$ cat config.mk
export PLATFORM = sky130hd
export DESIGN_NAME = aha_sram_port_arbiter
export DESIGN_NICKNAME = d
export VERILOG_FILES = /design/src/rtl/aha_sram_arb_pkg.sv /design/src/rtl/aha_rr_arb2.sv /design/src/rtl/aha_sram_port_arbiter.sv
export SDC_FILE = /design/constraint.sdc
export NUM_CORES = 1
export LEC_CHECK = 0
export ABC_AREA = 1
export CAP_MARGIN = 5
export CELL_PAD_IN_SITES_DETAIL_PLACEMENT = 0
export CELL_PAD_IN_SITES_GLOBAL_PLACEMENT = 1
export CORE_AREA = 2 2 179 181
export CTS_CLUSTER_SIZE = 24
export DETAILED_ROUTE_END_ITERATION = 8
export DIE_AREA = 0 0 181 183
export GPL_TIMING_DRIVEN = 1
export PLACE_DENSITY = 0.73
export SETUP_SLACK_MARGIN = 0.05
export SLEW_MARGIN = 20
export SYNTH_ARGS = -nofsm -noshare
export SYNTH_HDL_FRONTEND = slang
export SYNTH_SLANG_ARGS = --single-unit
$ cat constraint.sdc
create_clock -name ACLK -period 2.54 [get_ports ACLK]
set_input_delay 0.254 -clock ACLK [delete_from_list [all_inputs] [get_ports ACLK]]
set_output_delay 0.254 -clock ACLK [all_outputs]
set_load 0.05 [all_outputs]
$ cat src/rtl/aha_sram_arb_pkg.sv
`default_nettype none
// ============================================================================
// Module      : aha_sram_arb_pkg
// Description : Shared types for the two-port SRAM arbiter: FSM states,
//               port indices and the response pipeline record.
// Revision    : 1.0 - initial release
// ============================================================================
package aha_sram_arb_pkg;

    typedef enum logic [1:0] {
        ARB   = 2'd0,
        LOCK0 = 2'd1,
        LOCK1 = 2'd2
    } arb_state_t;

    localparam logic PORT0 = 1'b0;
    localparam logic PORT1 = 1'b1;

    // Travels alongside each SRAM access so the completion lands on the owner.
    typedef struct packed {
        logic valid;
        logic owner;
        logic is_write;
    } rsp_pipe_t;

endpackage
`default_nettype wire

$ cat src/rtl/aha_rr_arb2.sv
`default_nettype none
// ============================================================================
// Module      : aha_rr_arb2
// Description : Combinational two-request round-robin pick with request mask
//               and one-hot grant.
// Revision    : 1.0 - initial release
// ============================================================================
module aha_rr_arb2 (
    input  logic [1:0] req,
    input  logic       ptr,
    input  logic [1:0] mask,
    output logic [1:0] gnt
);

    logic [1:0] w_req;

    assign w_req = req & mask;

    always_comb begin
        gnt = 2'b00;
        case (w_req)
            2'b01:   gnt = 2'b01;
            2'b10:   gnt = 2'b10;
            2'b11:   gnt = ptr ? 2'b10 : 2'b01;
            default: gnt = 2'b00;
        endcase
    end

endmodule
`default_nettype wire

$ cat src/rtl/aha_sram_port_arbiter.sv
`default_nettype none
// ============================================================================
// Module      : aha_sram_port_arbiter
// Description : Shares one single-port SRAM macro between two requesters with
//               round-robin arbitration and a bounded grant lock.
// Revision    : 1.0 - initial release
// ============================================================================
module aha_sram_port_arbiter
    import aha_sram_arb_pkg::*;
#(
    parameter int ADDR_W   = 12,
    parameter int DATA_W   = 64,
    parameter int MAX_LOCK = 16,
    parameter int BE_W     = DATA_W / 8
) (
    input  logic              ACLK,
    input  logic              ARESETn,

    input  logic              p0_REQ_VALID,
    output logic              p0_REQ_READY,
    input  logic              p0_REQ_WE,
    input  logic [ADDR_W-1:0] p0_REQ_ADDR,
    input  logic [DATA_W-1:0] p0_REQ_WDATA,
    input  logic [BE_W-1:0]   p0_REQ_WBE,
    input  logic              p0_REQ_LOCK,
    output logic              p0_RSP_VALID,
    output logic [DATA_W-1:0] p0_RSP_RDATA,

    input  logic              p1_REQ_VALID,
    output logic              p1_REQ_READY,
    input  logic              p1_REQ_WE,
    input  logic [ADDR_W-1:0] p1_REQ_ADDR,
    input  logic [DATA_W-1:0] p1_REQ_WDATA,
    input  logic [BE_W-1:0]   p1_REQ_WBE,
    input  logic              p1_REQ_LOCK,
    output logic              p1_RSP_VALID,
    output logic [DATA_W-1:0] p1_RSP_RDATA,

    output logic              SRAM_CEn,
    output logic [BE_W-1:0]   SRAM_WEn,
    output logic [ADDR_W-1:0] SRAM_A,
    output logic [DATA_W-1:0] SRAM_D,
    input  logic [DATA_W-1:0] SRAM_Q
);

    localparam int                 c_cnt_w    = $clog2(MAX_LOCK + 1);
    localparam logic [c_cnt_w-1:0] c_max_lock = c_cnt_w'(MAX_LOCK);
    localparam logic [c_cnt_w-1:0] c_cnt_one  = c_cnt_w'(1);

    arb_state_t          r_state;
    arb_state_t          w_state_nxt;
    logic                r_rr_ptr;
    logic                w_rr_nxt;
    logic [c_cnt_w-1:0]  r_lock_cnt;
    logic [c_cnt_w-1:0]  w_cnt_nxt;
    logic [c_cnt_w-1:0]  w_cnt_sat;

    logic [1:0]          w_req;
    logic [1:0]          w_mask;
    logic [1:0]          w_gnt_raw;
    logic [1:0]          w_gnt;
    logic                w_accept;
    logic                w_sel;
    logic                w_owner;
    logic                w_cur;
    logic                w_peer_valid;

    logic                w_beat_we;
    logic                w_beat_lock;
    logic [ADDR_W-1:0]   w_beat_addr;
    logic [DATA_W-1:0]   w_beat_wdata;
    logic [BE_W-1:0]     w_beat_wbe;

    logic                r_cen;
    logic [BE_W-1:0]     r_wen;
    logic [ADDR_W-1:0]   r_addr;
    logic [DATA_W-1:0]   r_wdata;

    rsp_pipe_t           w_pipe_in;
    rsp_pipe_t           r_pipe1;
    rsp_pipe_t           r_pipe2;

    logic [1:0]          w_rsp_valid;
    logic [DATA_W-1:0]   w_rsp_rdata [2];

    // ------------------------------------------------------------------
    // Grant selection
    // ------------------------------------------------------------------
    assign w_req = {p1_REQ_VALID, p0_REQ_VALID};

    always_comb begin
        w_mask = 2'b11;
        case (r_state)
            LOCK0:   w_mask = 2'b01;
            LOCK1:   w_mask = 2'b10;
            default: w_mask = 2'b11;
        endcase
    end

    aha_rr_arb2 u_rr_arb2 (
        .req  (w_req),
        .ptr  (r_rr_ptr),
        .mask (w_mask),
        .gnt  (w_gnt_raw)
    );

    // Nothing is accepted while reset is asserted.
    assign w_gnt        = w_gnt_raw & {2{ARESETn}};
    assign w_accept     = |w_gnt;
    assign w_sel        = w_gnt[1] ? PORT1 : PORT0;
    assign p0_REQ_READY = w_gnt[0];
    assign p1_REQ_READY = w_gnt[1];

    assign w_owner      = (r_state == LOCK1) ? PORT1 : PORT0;
    assign w_cur        = (r_state == ARB) ? w_sel : w_owner;
    assign w_peer_valid = (w_cur == PORT1) ? p0_REQ_VALID : p1_REQ_VALID;

    always_comb begin
        w_beat_we    = p0_REQ_WE;
        w_beat_lock  = p0_REQ_LOCK;
        w_beat_addr  = p0_REQ_ADDR;
        w_beat_wdata = p0_REQ_WDATA;
        w_beat_wbe   = p0_REQ_WBE;
        if (w_sel == PORT1) begin
            w_beat_we    = p1_REQ_WE;
            w_beat_lock  = p1_REQ_LOCK;
            w_beat_addr  = p1_REQ_ADDR;
            w_beat_wdata = p1_REQ_WDATA;
            w_beat_wbe   = p1_REQ_WBE;
        end
    end

    // ------------------------------------------------------------------
    // Lock FSM, round-robin pointer and lock counter
    // ------------------------------------------------------------------
    always_comb begin
        w_cnt_sat = r_lock_cnt;
        if (w_accept && (r_lock_cnt != c_max_lock)) begin
            w_cnt_sat = r_lock_cnt + c_cnt_one;
        end
    end

    always_comb begin
        w_state_nxt = r_state;
        w_rr_nxt    = r_rr_ptr;
        w_cnt_nxt   = r_lock_cnt;
        case (r_state)
            ARB: begin
                w_cnt_nxt = '0;
                if (w_accept) begin
                    w_rr_nxt = ~w_sel;
                    // With a lock limit of one the entering beat already
                    // exhausts the lock, so a waiting peer keeps us in ARB.
                    if (w_beat_lock && !((c_max_lock == c_cnt_one) && w_peer_valid)) begin
                        w_state_nxt = (w_sel == PORT1) ? LOCK1 : LOCK0;
                        w_cnt_nxt   = c_cnt_one;
                    end
                end
            end
            LOCK0, LOCK1: begin
                w_cnt_nxt = w_cnt_sat;
                if (w_accept && !w_beat_lock) begin
                    w_state_nxt = ARB;
                    w_cnt_nxt   = '0;
                end else if ((w_cnt_sat == c_max_lock) && w_peer_valid) begin
                    w_state_nxt = ARB;
                    w_cnt_nxt   = '0;
                    w_rr_nxt    = ~w_owner;
                end
            end
            default: begin
                w_state_nxt = ARB;
                w_cnt_nxt   = '0;
            end
        endcase
    end

    // ------------------------------------------------------------------
    // Registers: control, SRAM outputs, response pipeline
    // ------------------------------------------------------------------
    always_comb begin
        w_pipe_in          = '0;
        w_pipe_in.valid    = w_accept;
        w_pipe_in.owner    = w_sel;
        w_pipe_in.is_write = w_accept & w_beat_we;
    end

    always_ff @(posedge ACLK) begin
        if (!ARESETn) begin
            r_state    <= ARB;
            r_rr_ptr   <= PORT0;
            r_lock_cnt <= '0;
            r_cen      <= 1'b1;
            r_wen      <= '1;
            r_addr     <= '0;
            r_wdata    <= '0;
            r_pipe1    <= '0;
            r_pipe2    <= '0;
        end else begin
            r_state    <= w_state_nxt;
            r_rr_ptr   <= w_rr_nxt;
            r_lock_cnt <= w_cnt_nxt;
            r_pipe1    <= w_pipe_in;
            r_pipe2    <= r_pipe1;
            if (w_accept) begin
                r_cen   <= 1'b0;
                r_addr  <= w_beat_addr;
                r_wdata <= w_beat_wdata;
                r_wen   <= w_beat_we ? ~w_beat_wbe : '1;
            end else begin
                r_cen   <= 1'b1;
                r_wen   <= '1;
            end
        end
    end

    assign SRAM_CEn = r_cen;
    assign SRAM_WEn = r_wen;
    assign SRAM_A   = r_addr;
    assign SRAM_D   = r_wdata;

    // Read data is a pass-through of the macro output in the completion cycle.
    for (genvar gi = 0; gi < 2; gi++) begin : g_rsp
        localparam logic c_port = (gi == 0) ? PORT0 : PORT1;
        assign w_rsp_valid[gi] = r_pipe2.valid && (r_pipe2.owner == c_port);
        assign w_rsp_rdata[gi] = (w_rsp_valid[gi] && !r_pipe2.is_write) ? SRAM_Q : '0;
    end

    assign p0_RSP_VALID = w_rsp_valid[0];
    assign p0_RSP_RDATA = w_rsp_rdata[0];
    assign p1_RSP_VALID = w_rsp_valid[1];
    assign p1_RSP_RDATA = w_rsp_rdata[1];

endmodule
`default_nettype wire

==> results of run 1 <==
## routing by layer
metal,part of all wire,track usage,vias to the layer above
met2,0.50,0.271,301
met4,0.011,0.0380,0
met5,0,0,-
met1,0.41,0.175,2939
li1,-,-,3273
met3,0.079,0.0475,13
## flip-flops by register name, summed over array words and instances, names as in the netlist
name,count
r_rr_ptr,1
SRAM_A,12
SRAM_CEn,1
SRAM_WEn,8
r_pipe1,3
r_state,2
r_lock_cnt,5
r_pipe2,3
SRAM_D,64
## worst register-to-register path: stages (launching register included)
cell,delay [ns]
dfxtp_1,0.39
inv_1,0.08
ha_1,0.17
inv_1,0.05
nand2_1,0.11
inv_1,0.10
nand2_1,0.13
nor2_4,0.20
buf_4,0.14
inv_2,0.06
nand2_1,0.08
nand3_1,0.09
nand2_1,0.08
inv_1,0.04
nand2_2,0.10
nand2_2,0.07
nand2_1,0.07
a21oi_2,0.05
## power by group through the flow
stage | logic (uW) | registers, uW | clock network (uW)
CTS | 2130 | 1810 | 1560
floorplan | 640 | 2350 | 0
global route | 2250 | 1830 | 1620
global placement | 2120 | 1840 | 0
detailed placement | 2120 | 1840 | 0
finish | 2120 | 1810 | 1490
## synth_stat cells
library cell / count / area (um^2)
a21oi_1: 1 / 5.00
a21oi_2: 1 / 8.76
a21oi_4: 1 / 16.3
a22o_1: 1 / 8.76
a31oi_1: 37 / 231
buf_1: 7 / 26.3
buf_2: 7 / 35.0
buf_4: 1 / 7.51
clkbuf_1: 32 / 120
dfxtp_1: 99 / 1980
ha_1: 6 / 75.1
inv_1: 84 / 315
inv_2: 3 / 11.3
inv_4: 1 / 6.26
nand2_1: 224 / 841
nand2_2: 4 / 25.0
nand2_4: 1 / 11.3
nand3_1: 86 / 430
nand3_2: 2 / 20.0
nand3b_1: 2 / 15.0
nand4_1: 1 / 6.26
nor2_1: 141 / 529
nor2_4: 1 / 11.3
nor3_1: 1 / 5.00
nor3_2: 1 / 10.0
o211ai_1: 8 / 60.1
o21ai_0: 2 / 10.0
o21ai_1: 5 / 25.0
or2_2: 8 / 50.1
xnor2_1: 1 / 8.76
xor2_1: 2 / 17.5
## cell usage in the layout (no fill, tap or decap), types with 3 or more instances in the layout
cell type	count
ha_1	6
nor2_1	141
o21ai_1	5
clkbuf_16	10
dlygate4sd2_1	10
o211ai_1	8
nand2_1	222
clkdlybuf4s50_1	373
diode_2	3
nand2_2	6
nand3_1	86
inv_1	83
a31oi_1	37
dfxtp_1	99
inv_2	4
buf_4	36
or2_2	8
inv_6	3
buf_12	6
dlymetal6s2s_1	45
## kinds of logic after synthesis
| logic type | after synthesis |
|---|---|
| xor gates and xnor gates | 3 |
| and+or+nand+nor | 472 |
| AOI/OAI and AO/OA | 56 |
| adders and majority gates | 6 |
| DFF | 99 |
| buffers and inverters | 135 |
## worst max path at each step
| stage | startpoint | end |
|---|---|---|
| floorplan | r_pipe2[2] | p0_RSP_RDATA[10] |
| global placement | p0_REQ_VALID | r_state[1] |
| detailed placement | p0_REQ_VALID | r_state[0] |
| CTS | r_pipe2[1] | p1_RSP_RDATA[46] |
| global route | r_pipe2[2] | p0_RSP_RDATA[57] |
| finish | r_pipe2[2] | p0_RSP_RDATA[7] |
## layout make-up
type / instances / area [um^2]
Inverter: 88 / 333
Multi-Input combinational cell: 537 / 2430
Antenna cell: 3 / 7.51
Clock buffer: 10 / 239
Sequential cell: 99 / 1980
Tap cell: 402 / 503
Timing Repair Buffer: 472 / 4800
Fill cell: 3344 / 20900
Clock inverter: 6 / 70.1
## stage by stage
step                instances   util  hold WS (ns)  total power (uW)
finish                   1617  0.332         0.293              5420
global route             1615  0.332         0.299              5690
CTS                      1609  0.326         0.294              5490
detailed placement       1593  0.317         0.401              3960
global placement         1593  0.317         0.398              3960
floorplan                 771      -         0.367              2990
## repair_timing
action,in CTS,in global routing
setup buffers,0,4
hold buffers,0,0
pin swaps,0,1
resized for setup,10,45
gates cloned,0,1
endpoints found under the setup margin,10,46
==> out/metrics.csv, run 1 <==
stage;metric;value;unit
placement;pre_cts_ws;0.345;ns
placement;place_congestion;0.829;
floorplan;die_area;0.0331;mm^2
worst_setup_path;r2r_slack;0.39;ns
sta;hold_viol;0;
sta;setup_slack;0.165;ns
sta;setup-tns-final;0;ns
yosys;synth_compound_area_frac;0.0742;
floorplan;die_y;183;um
yosys;ys_ff_latch;99;
worst_setup_path;worstSetupPathDepth;6;
worst_setup_path;path_class;flop to output pin;
power;vdd_drop_max;0.261;mV
cells_and_area;final_area;0.0104;mm^2
worst_setup_path;cp_max_fo;64;
worst_setup_path;timing.rr.start;r_state[1];
cts;cts_tree;built;
grt;grt_max_degree;72;
sta;max-slew-margin-rel;0.608;
placement;port_buffers;456;
worst_setup_path;startpoint_type;flop;
power;p_comb_frac;0.392;
drt;firstDrtPassIters;4;
drt;routed_wirelength;26400;um
cts;clock-root-buffer;clkbuf_16;
grt;grt_pass1_vias;6422;
sta;finalSetupViolCount;0;
sta;rsz0062_at_grt;no;
power;clockPowerShare;0.275;
grt;track_usage;0.151;
worst_hold_path;worstHoldPathCells;3;
drt;ant_nets;0;
sta;final.min_clock_period;2.38;ns
worst_setup_path;cp_num_buf_inv;3;
worst_hold_path;min_path_type;input pin to flop;
worst_setup_path;cp_common_cell;nor2_1;
floorplan;io_pins;457;
outcome;status;completed;
floorplan;rows;65;
yosys;synthCells;771;
sta;fin_skew;0.00759;ns
yosys;synth_xor_area_frac;0.00534;
power;p_sw_frac;0.380;
yosys;syn-cell-area;0.00492;mm^2
cts;htreeDepth;3;
yosys;yosys.area_share.adder;0.0152;
grt;grt_remaining_overflow;0;
sta;tightestPinTransition;0.588;ns
worst_setup_path;cp.required;2.29;ns
grt;antenna_found_initial;3;
worst_setup_path;crit_family;buffers and inverters;
yosys;ys_types;31;
yosys;avgSynthCellArea;6.39;um^2
worst_setup_path;path_cells;inv_1 > nor2_1 > nand2_2 > buf_12 > nor2_1 > clkdlybuf4s50_1;
worst_hold_path;hold_path_startpoint;ARESETn;
cells_and_area;drive_gt1_frac;0.0710;
worst_setup_path;worst_r2r_path_depth;17;
yosys;yosysWarnings;0;
placement;placed_area;0.00990;mm^2
grt;grt_pass1_wl;38400;um
power;seqPwrFrac;0.333;
drt;wire_per_inst;16.3;um
power;power.switching;2060;uW
cts;worstSkewPairLatency;0.36;ns
yosys;syn_nets;1017;
worst_setup_path;cp_slowest_stage_delay;0.82;ns
sta;fmax;0.421;GHz
worst_hold_path;whs_endpoint;SRAM_A[3];
sta;drv_slew;0;
cells_and_area;nets;1453;
drt;via_per_inst;4.04;
power;power.density;523;mW/mm^2
flow_run;drv_cap;0;
yosys;yosysSeqAreaShare;0.402;
worst_setup_path;crit_path_top_delay_cell;clkdlybuf4s50_1;
drt;num_vias;6526;
drt;drc;0;
cells_and_area;areaGrowthSynthToFinish;111;%
cts;cts_sinks;99;
sta;period_share;0.935;
worst_setup_path;cp.arrival;2.12;ns
power;p_leak;0.00510;uW
cts;path_clk_slew;0.07;ns
floorplan;die_w;181;um
placement;dpl.hpwl;20400;um
yosys;synth_mux_area_frac;0;
floorplan;core;0.0312;mm^2
worst_setup_path;r2r-end;r_state[0];
yosys;yosys.area_share.simple;0.397;
yosys;synth_top_family_by_area;simple AND/OR/NAND/NOR gates;
cts;cts_buffers;9;
cts;cts_max_path_buffers;2;
power;p_int;3360;uW
drt;drtIter0Drc;296;
floorplan;initial_core_util;0.158;
worst_setup_path;critical_path.endpoint_type;output pin;
Power figures use the tool's default switching activity.
==> run 2, diff against run 1 <==
--- a/config.mk
+++ b/config.mk
@@ -15,6 +15,7 @@
 export DIE_AREA = 0 0 181 183
 export GPL_TIMING_DRIVEN = 1
 export PLACE_DENSITY = 0.73
+export RECOVER_POWER = 100
 export SETUP_SLACK_MARGIN = 0.05
 export SLEW_MARGIN = 20
 export SYNTH_ARGS = -nofsm -noshare
==> run 2 against run 1 <==
Effect of this change:
- critical endpoint is now p0_RSP_RDATA[31]
- design area is 4.7% lower
- setup slack worse by 0.020 ns
- largest power group unchanged
- highest routed layer unchanged
- via count is 0.35% higher
==> out/metrics.csv, run 2 (synthesis gave the netlist of run 1 again) <==
stage;metric;value;unit;change
worst_setup_path;cp.arrival;2.14;ns;+0.02 ns
cells_and_area;areaGrowthSynthToFinish;101;%;
worst_hold_path;min_path_type;input pin to flop;;
drt;num_vias;6549;;+0.35%
cells_and_area;drive_gt1_frac;0.0578;;-0.0132
drt;drtIter0Drc;255;;-14%
floorplan;io_pins;457;;unchanged
floorplan;die_area;0.0331;mm^2;unchanged
cells_and_area;final_common_cell;clkdlybuf4s50_1;;
worst_setup_path;r2r_slack;0.28;ns;-0.11 ns
drt;ant_nets;0;;unchanged
drt;wire_per_inst;16.4;um;+0.17%
placement;dpl.hpwl;20400;um;unchanged
flow_run;drv_cap;0;;unchanged
drt;wl_met1;10800;um;+0.58%
sta;drv_slew;0;;unchanged
worst_setup_path;startpoint_type;flop;;
cells_and_area;largest_register_ffs;64;;unchanged
grt;antenna_found_initial;3;;unchanged
drt;via_per_inst;4.05;;+0.35%
sta;tightestPinTransition;1.17;ns;+0.582 ns
placement;numPlacedInstances;1593;;unchanged
floorplan;core;0.0312;mm^2;unchanged
drt;routed_wirelength;26500;um;+0.17%
power;power;5330;uW;-1.6%
cts;path_clk_slew;0.07;ns;about the same
drt;top_layer_used;met4;;
cells_and_area;mostFrequentLayoutCells;clkdlybuf4s50_1 (270), nand2_1 (225), nor2_1 (141), dlygate4sd3_1 (103), dfxtp_1 (99);;
placement;port_buffers;456;;unchanged
grt;grt_remaining_overflow;0;;unchanged
cts;clock-root-buffer;clkbuf_16;;
cts;cts_tree;built;;
sta;final.min_clock_period;2.40;ns;+0.0201 ns
drt;drc;0;;unchanged
floorplan;die_w;181;um;unchanged
sta;hold_viol;0;;unchanged
worst_setup_path;critical_path.endpoint_type;output pin;;
cts;cts_sinks;99;;unchanged
cells_and_area;final_cells;1617;;unchanged
grt;grt_pass1_vias;6422;;unchanged
floorplan;initial_core_util;0.158;;unchanged
grt;grt_pass1_wl;38400;um;unchanged
worst_setup_path;cp.required;2.29;ns;about the same
power;vdd_drop_max;0.263;mV;+1.1%
cts;cts_max_path_buffers;2;;unchanged
grt;track_usage;0.151;;unchanged
sta;max-slew-margin-rel;0.220;;-0.388
placement;place_congestion;0.829;;unchanged
power;p_leak;0.00436;uW;-15%
sta;fmax;0.418;GHz;-0.84%
worst_setup_path;path_class;flop to output pin;;
cts;worstSkewPairLatency;0.36;ns;about the same
sta;finalSetupViolCount;0;;unchanged
cts;cts_buffers;9;;unchanged
drt;wl_met3;2110;um;+1.4%
drt;route.met2.wl;13300;um;-0.41%
worst_setup_path;cp_max_fo;64;;unchanged
cts;htreeDepth;3;;unchanged
sta;period_share;0.943;;+0.00790
power;power.density;539;mW/mm^2;+3.2%
floorplan;rows;65;;unchanged
sta;rsz0062_at_grt;no;;
outcome;status;completed;;
floorplan;die_y;183;um;unchanged
cells_and_area;nets;1453;;unchanged
grt;grt_max_degree;72;;unchanged
sta;fin_skew;0.00832;ns;+0.000724 ns
drt;firstDrtPassIters;4;;unchanged
## run 2: cell types whose count changed in the layout (fill, tap and decap cells not counted), moves of 2 or more
cell,previous run,this run
buf_4,36,7
clkbuf_2,0,17
dlygate4sd3_1,0,103
nand2_2,6,3
clkdlybuf4s50_1,373,270
nand2_1,222,225
dlymetal6s2s_1,45,0
clkbuf_4,0,2
clkbuf_1,0,56
## run 2: metrics by stage
step	TNS, ns	setup WS, ns	utilization	cell area (um^2)	hold WS, ns
finish	0	0.145	0.317	9880	0.367
global route	0	0.0306	0.316	9880	0.385
CTS	0	0.0521	0.326	10200	0.294
detailed placement	0	0.345	0.317	9900	0.401
global placement	0	0.401	0.317	9900	0.398
floorplan	-1.19	-0.0199	-	4920	0.367
## run 2: layout make-up
type / count / area [um^2]
tap: 402 / 503
inverter: 88 / 333
multi-input combinational: 537 / 2420
antenna: 3 / 7.51
clock buffer: 10 / 239
timing repair buffer: 472 / 4330
fill: 3423 / 21300
sequential: 99 / 1980
clock inverter: 6 / 70.1
## run 2: per-layer routing
| metal | GRT usage | vias to the layer above |
|---|---|---|
| li1 | - | 3277 |
| met1 | 0.175 | 2952 |
| met2 | 0.271 | 307 |
| met3 | 0.0475 | 13 |
| met4 | 0.0380 | 0 |
| met5 | 0 | - |
## run 2: what timing repair did
item                       in CTS  in global routing
buffers inserted                0                  4
setup endpoints to repair      10                 46
pin swaps                       0                  1
resized for setup              10                 45
hold buffers                    0                  0
gates cloned                    0                  1
## run 2: critical path, stage by stage, from the launching register on
cell and delay, ns:
dfxtp_1 0.33, inv_1 0.04, nor2_1 0.14, nand2_2 0.08, buf_12 0.19, nor2_1 0.10, dlygate4sd3_1 0.89
## run 2: where the power goes
| group | internal (uW) | switching, uW | leakage [uW] | total (uW) |
|---|---|---|---|---|
| sequential | 1720 | 80.3 | 0.000817 | 1800 |
| combinational | 753 | 1280 | 0.00339 | 2030 |
| clock | 804 | 694 | 0.000154 | 1500 |
## run 2: worst paths after layout
| path | startpoint | to | cells after the start |
|---|---|---|---|
| hold reg to reg | r_pipe1[0] | r_pipe2[0] | 2 |
| setup / recovery | r_pipe2[2] | p0_RSP_RDATA[31] | 6 |
| setup reg to reg | r_state[0] | r_lock_cnt[0] | 14 |
| hold / removal | ARESETn | SRAM_A[3] | 3 |
==> run 3, diff against run 2 <==
--- a/config.mk
+++ b/config.mk
@@ -14,6 +14,7 @@
 export DETAILED_ROUTE_END_ITERATION = 8
 export DIE_AREA = 0 0 181 183
 export GPL_TIMING_DRIVEN = 1
+export MAX_ROUTING_LAYER = met4
 export PLACE_DENSITY = 0.73
 export RECOVER_POWER = 100
 export SETUP_SLACK_MARGIN = 0.05
==> run 3 against run 2 <==
Effect of this change:
- clock skew about the same
- global-route usage up 0.46 points
- sequential share of layout area about the same
- setup slack better by 0.0034 ns
- count of clock-buffer cells in the layout unchanged
- maximum frequency up 0.14%
- critical path type unchanged
- largest power group unchanged
==> out/metrics.csv, run 3 (synthesis gave the netlist of run 1 again) <==
stage;metric;value;unit;change
sta;rsz0062_at_grt;no;;
power;p_comb_frac;0.382;;about the same
cts;htreeDepth;3;;unchanged
floorplan;die_y;183;um;unchanged
worst_setup_path;cp.required;2.29;ns;about the same
worst_setup_path;crit_path_top_delay_cell;dlygate4sd3_1;;
drt;drtIter0Drc;291;;+14%
cells_and_area;final-seq-area;0.00198;mm^2;unchanged
grt;gr-max-usage-layer;met2;;
grt;grt_max_degree;72;;unchanged
placement;place_congestion;0.841;;+1.5%
power;power.density;540;mW/mm^2;about the same
floorplan;core;0.0312;mm^2;unchanged
floorplan;initial_core_util;0.158;;unchanged
drt;ant_nets;0;;unchanged
cells_and_area;multi_input_area;0.00243;mm^2;+0.26%
grt;grt_pass1_wl;38300;um;-0.16%
worst_setup_path;r2r_slack;0.27;ns;about the same
cells_and_area;final_cells;1617;;unchanged
sta;period_share;0.942;;-0.00136
cells_and_area;drive_gt1_frac;0.0594;;+0.00165
sta;hold_viol;0;;unchanged
drt;firstDrtPassIters;4;;unchanged
power;seqPwrFrac;0.337;;about the same
placement;dpl.hpwl;20400;um;unchanged
power;vdd_drop_max;0.264;mV;+0.29%
worst_setup_path;path_class;flop to output pin;;
sta;setup-tns-final;0;ns;unchanged
placement;numPlacedInstances;1593;;unchanged
sta;final.min_clock_period;2.39;ns;-0.00344 ns
worst_setup_path;worst_r2r_path_depth;17;;+3
grt;track_usage;0.156;;+0.00465
sta;drv_slew;0;;unchanged
floorplan;die_w;181;um;unchanged
cells_and_area;largest_register_ffs;64;;unchanged
flow_run;drv_cap;0;;unchanged
grt;antenna_found_initial;3;;unchanged
grt;grt_pass1_vias;6429;;+0.11%
cts;cts_tree;built;;
power;clockPowerShare;0.281;;about the same
drt;routed_wirelength;26500;um;+0.22%
power;p_leak;0.00436;uW;about the same
power;p_int;3280;uW;about the same
worst_hold_path;min_path_type;input pin to flop;;
outcome;status;completed;;
cts;cts_sinks;99;;unchanged
worst_setup_path;crit_family;buffers and inverters;;
cells_and_area;num-fill-cells;3420;;-0.088%
placement;port_buffers;456;;unchanged
drt;num_vias;6538;;-0.17%
worst_setup_path;cp-startpoint;r_pipe2[2];;
grt;grt.met2_usage;0.271;;about the same
cts;cts_max_path_buffers;2;;unchanged
worst_setup_path;cp_num_buf_inv;3;;unchanged
sta;tightestPinTransition;1.15;ns;-0.0219 ns
worst_setup_path;cp_slowest_stage_delay;0.88;ns;about the same
cts;worstSkewPairLatency;0.36;ns;about the same
sta;fmax;0.418;GHz;+0.14%
drt;via_per_inst;4.04;;-0.17%
worst_setup_path;critical_path.endpoint_type;output pin;;
power;p_sw_frac;0.386;;+0.000460
power;power.switching;2060;uW;+0.25%
cells_and_area;nets;1453;;unchanged
sta;fin_skew;0.00795;ns;-0.000364 ns
worst_setup_path;cp_common_cell;nor2_1;;
floorplan;rows;65;;unchanged
worst_setup_path;cp.arrival;2.14;ns;about the same
worst_setup_path;worstSetupPathDepth;6;;unchanged
worst_setup_path;crit_path_end;p0_RSP_RDATA[35];;
sta;worst_hold_slack;0.373;ns;+0.00523 ns
sta;finalSetupViolCount;0;;unchanged
cts;path_clk_slew;0.07;ns;about the same
drt;wire_per_inst;16.4;um;+0.22%
cells_and_area;mostFrequentLayoutCells;clkdlybuf4s50_1 (270), nand2_1 (224), nor2_1 (141), dlygate4sd3_1 (103), dfxtp_1 (99);;
worst_setup_path;startpoint_type;flop;;
worst_setup_path;path_cells;inv_1 > nor2_1 > nand2_2 > buf_12 > nor2_1 > dlygate4sd3_1;;
drt;drc;0;;unchanged
worst_setup_path;cp_max_fo;64;;unchanged
floorplan;die_area;0.0331;mm^2;unchanged
cts;clock-root-buffer;clkbuf_16;;
cts;cts_buffers;9;;unchanged
grt;met3_usage;0.0443;;-0.00318
cells_and_area;final_common_cell;clkdlybuf4s50_1;;
grt;met1_usage;0.178;;+0.00292
floorplan;io_pins;457;;unchanged
sta;max-slew-margin-rel;0.234;;+0.0146
grt;grt_remaining_overflow;0;;unchanged
worst_setup_path;r2r-end;r_state[1];;
worst_setup_path;timing.rr.start;r_state[1];;
cells_and_area;areaGrowthSynthToFinish;101;%;about the same
==> run 3: cell types whose count changed in the layout (fill, tap and decap cells not counted) <==
cell,change
a21oi_1,-1
nand2_1,-1
a21oi_2,+1
nand2_2,+1
==> run 3: worst min path at each step <==
stage	start	end	slack, ns	cells past startpoint
2_1_floorplan	p0_REQ_ADDR[2]	SRAM_A[2]	0.37	2
3_3_place_gp	r_pipe1[0]	r_pipe2[0]	0.40	2
3_5_place_dp	r_pipe1[0]	r_pipe2[0]	0.40	2
4_1_cts	ARESETn	SRAM_A[3]	0.29	3
5_1_grt	ARESETn	SRAM_A[3]	0.39	3
6_report	ARESETn	SRAM_A[3]	0.37	3
==> run 3: worst register-to-register path, stage by stage (launching register included) <==
cell and delay (ns):
dfxtp_1 0.39, inv_1 0.08, ha_1 0.17, inv_1 0.05, nand2_1 0.11, inv_1 0.10, nand2_1 0.13, nor2_4 0.19
clkbuf_1 0.16, inv_1 0.13, nand2_1 0.10, nand3_1 0.09, nand2_1 0.08, inv_1 0.04, nand2_2 0.10, nand2_2 0.07
nand3_1 0.06, o21ai_0 0.10
==> run 3: timing repair <==
action	in CTS	in global routing
buffers inserted	0	4
resized for setup	10	45
hold buffers	0	0
pin swaps	0	1
gates cloned	0	1
setup endpoints to repair	10	46
==> run 3: through the flow <==
step	setup slack (ns)	cell area [um^2]	utilization	power, uW
6_report	0.148	9890	0.317	5340
5_1_grt	0.0272	9890	0.317	5600
4_1_cts	0.0521	10200	0.326	5490
3_5_place_dp	0.345	9900	0.317	3960
3_3_place_gp	0.401	9900	0.317	3960
2_1_floorplan	-0.0199	4920	-	2990
==> run 3: routing by layer <==
layer  wire, um  share of wire
met1      11000           0.42
met2      13300           0.50
met3       1940          0.073
met4        238         0.0090
met5          0              0
==> run 3: power groups by stage <==
stage / sequential, uW / combinational [uW] / clock (uW)
3_5_place_dp: 1840 / 2120 / 0
2_1_floorplan: 2350 / 640 / 0
6_report: 1800 / 2040 / 1500
4_1_cts: 1810 / 2130 / 1560
3_3_place_gp: 1840 / 2120 / 0
5_1_grt: 1820 / 2160 / 1610
==> run 3: area by class of cell <==
| type | instances | share of cell area |
|---|---|---|
| Inverter | 88 | 0.0336 |
| Antenna cell | 3 | 0.000759 |
| Multi-Input combinational cell | 537 | 0.245 |
| Clock inverter | 6 | 0.00708 |
| Clock buffer | 10 | 0.0242 |
| Sequential cell | 99 | 0.200 |
| Timing Repair Buffer | 472 | 0.438 |
| Tap cell | 402 | 0.0509 |
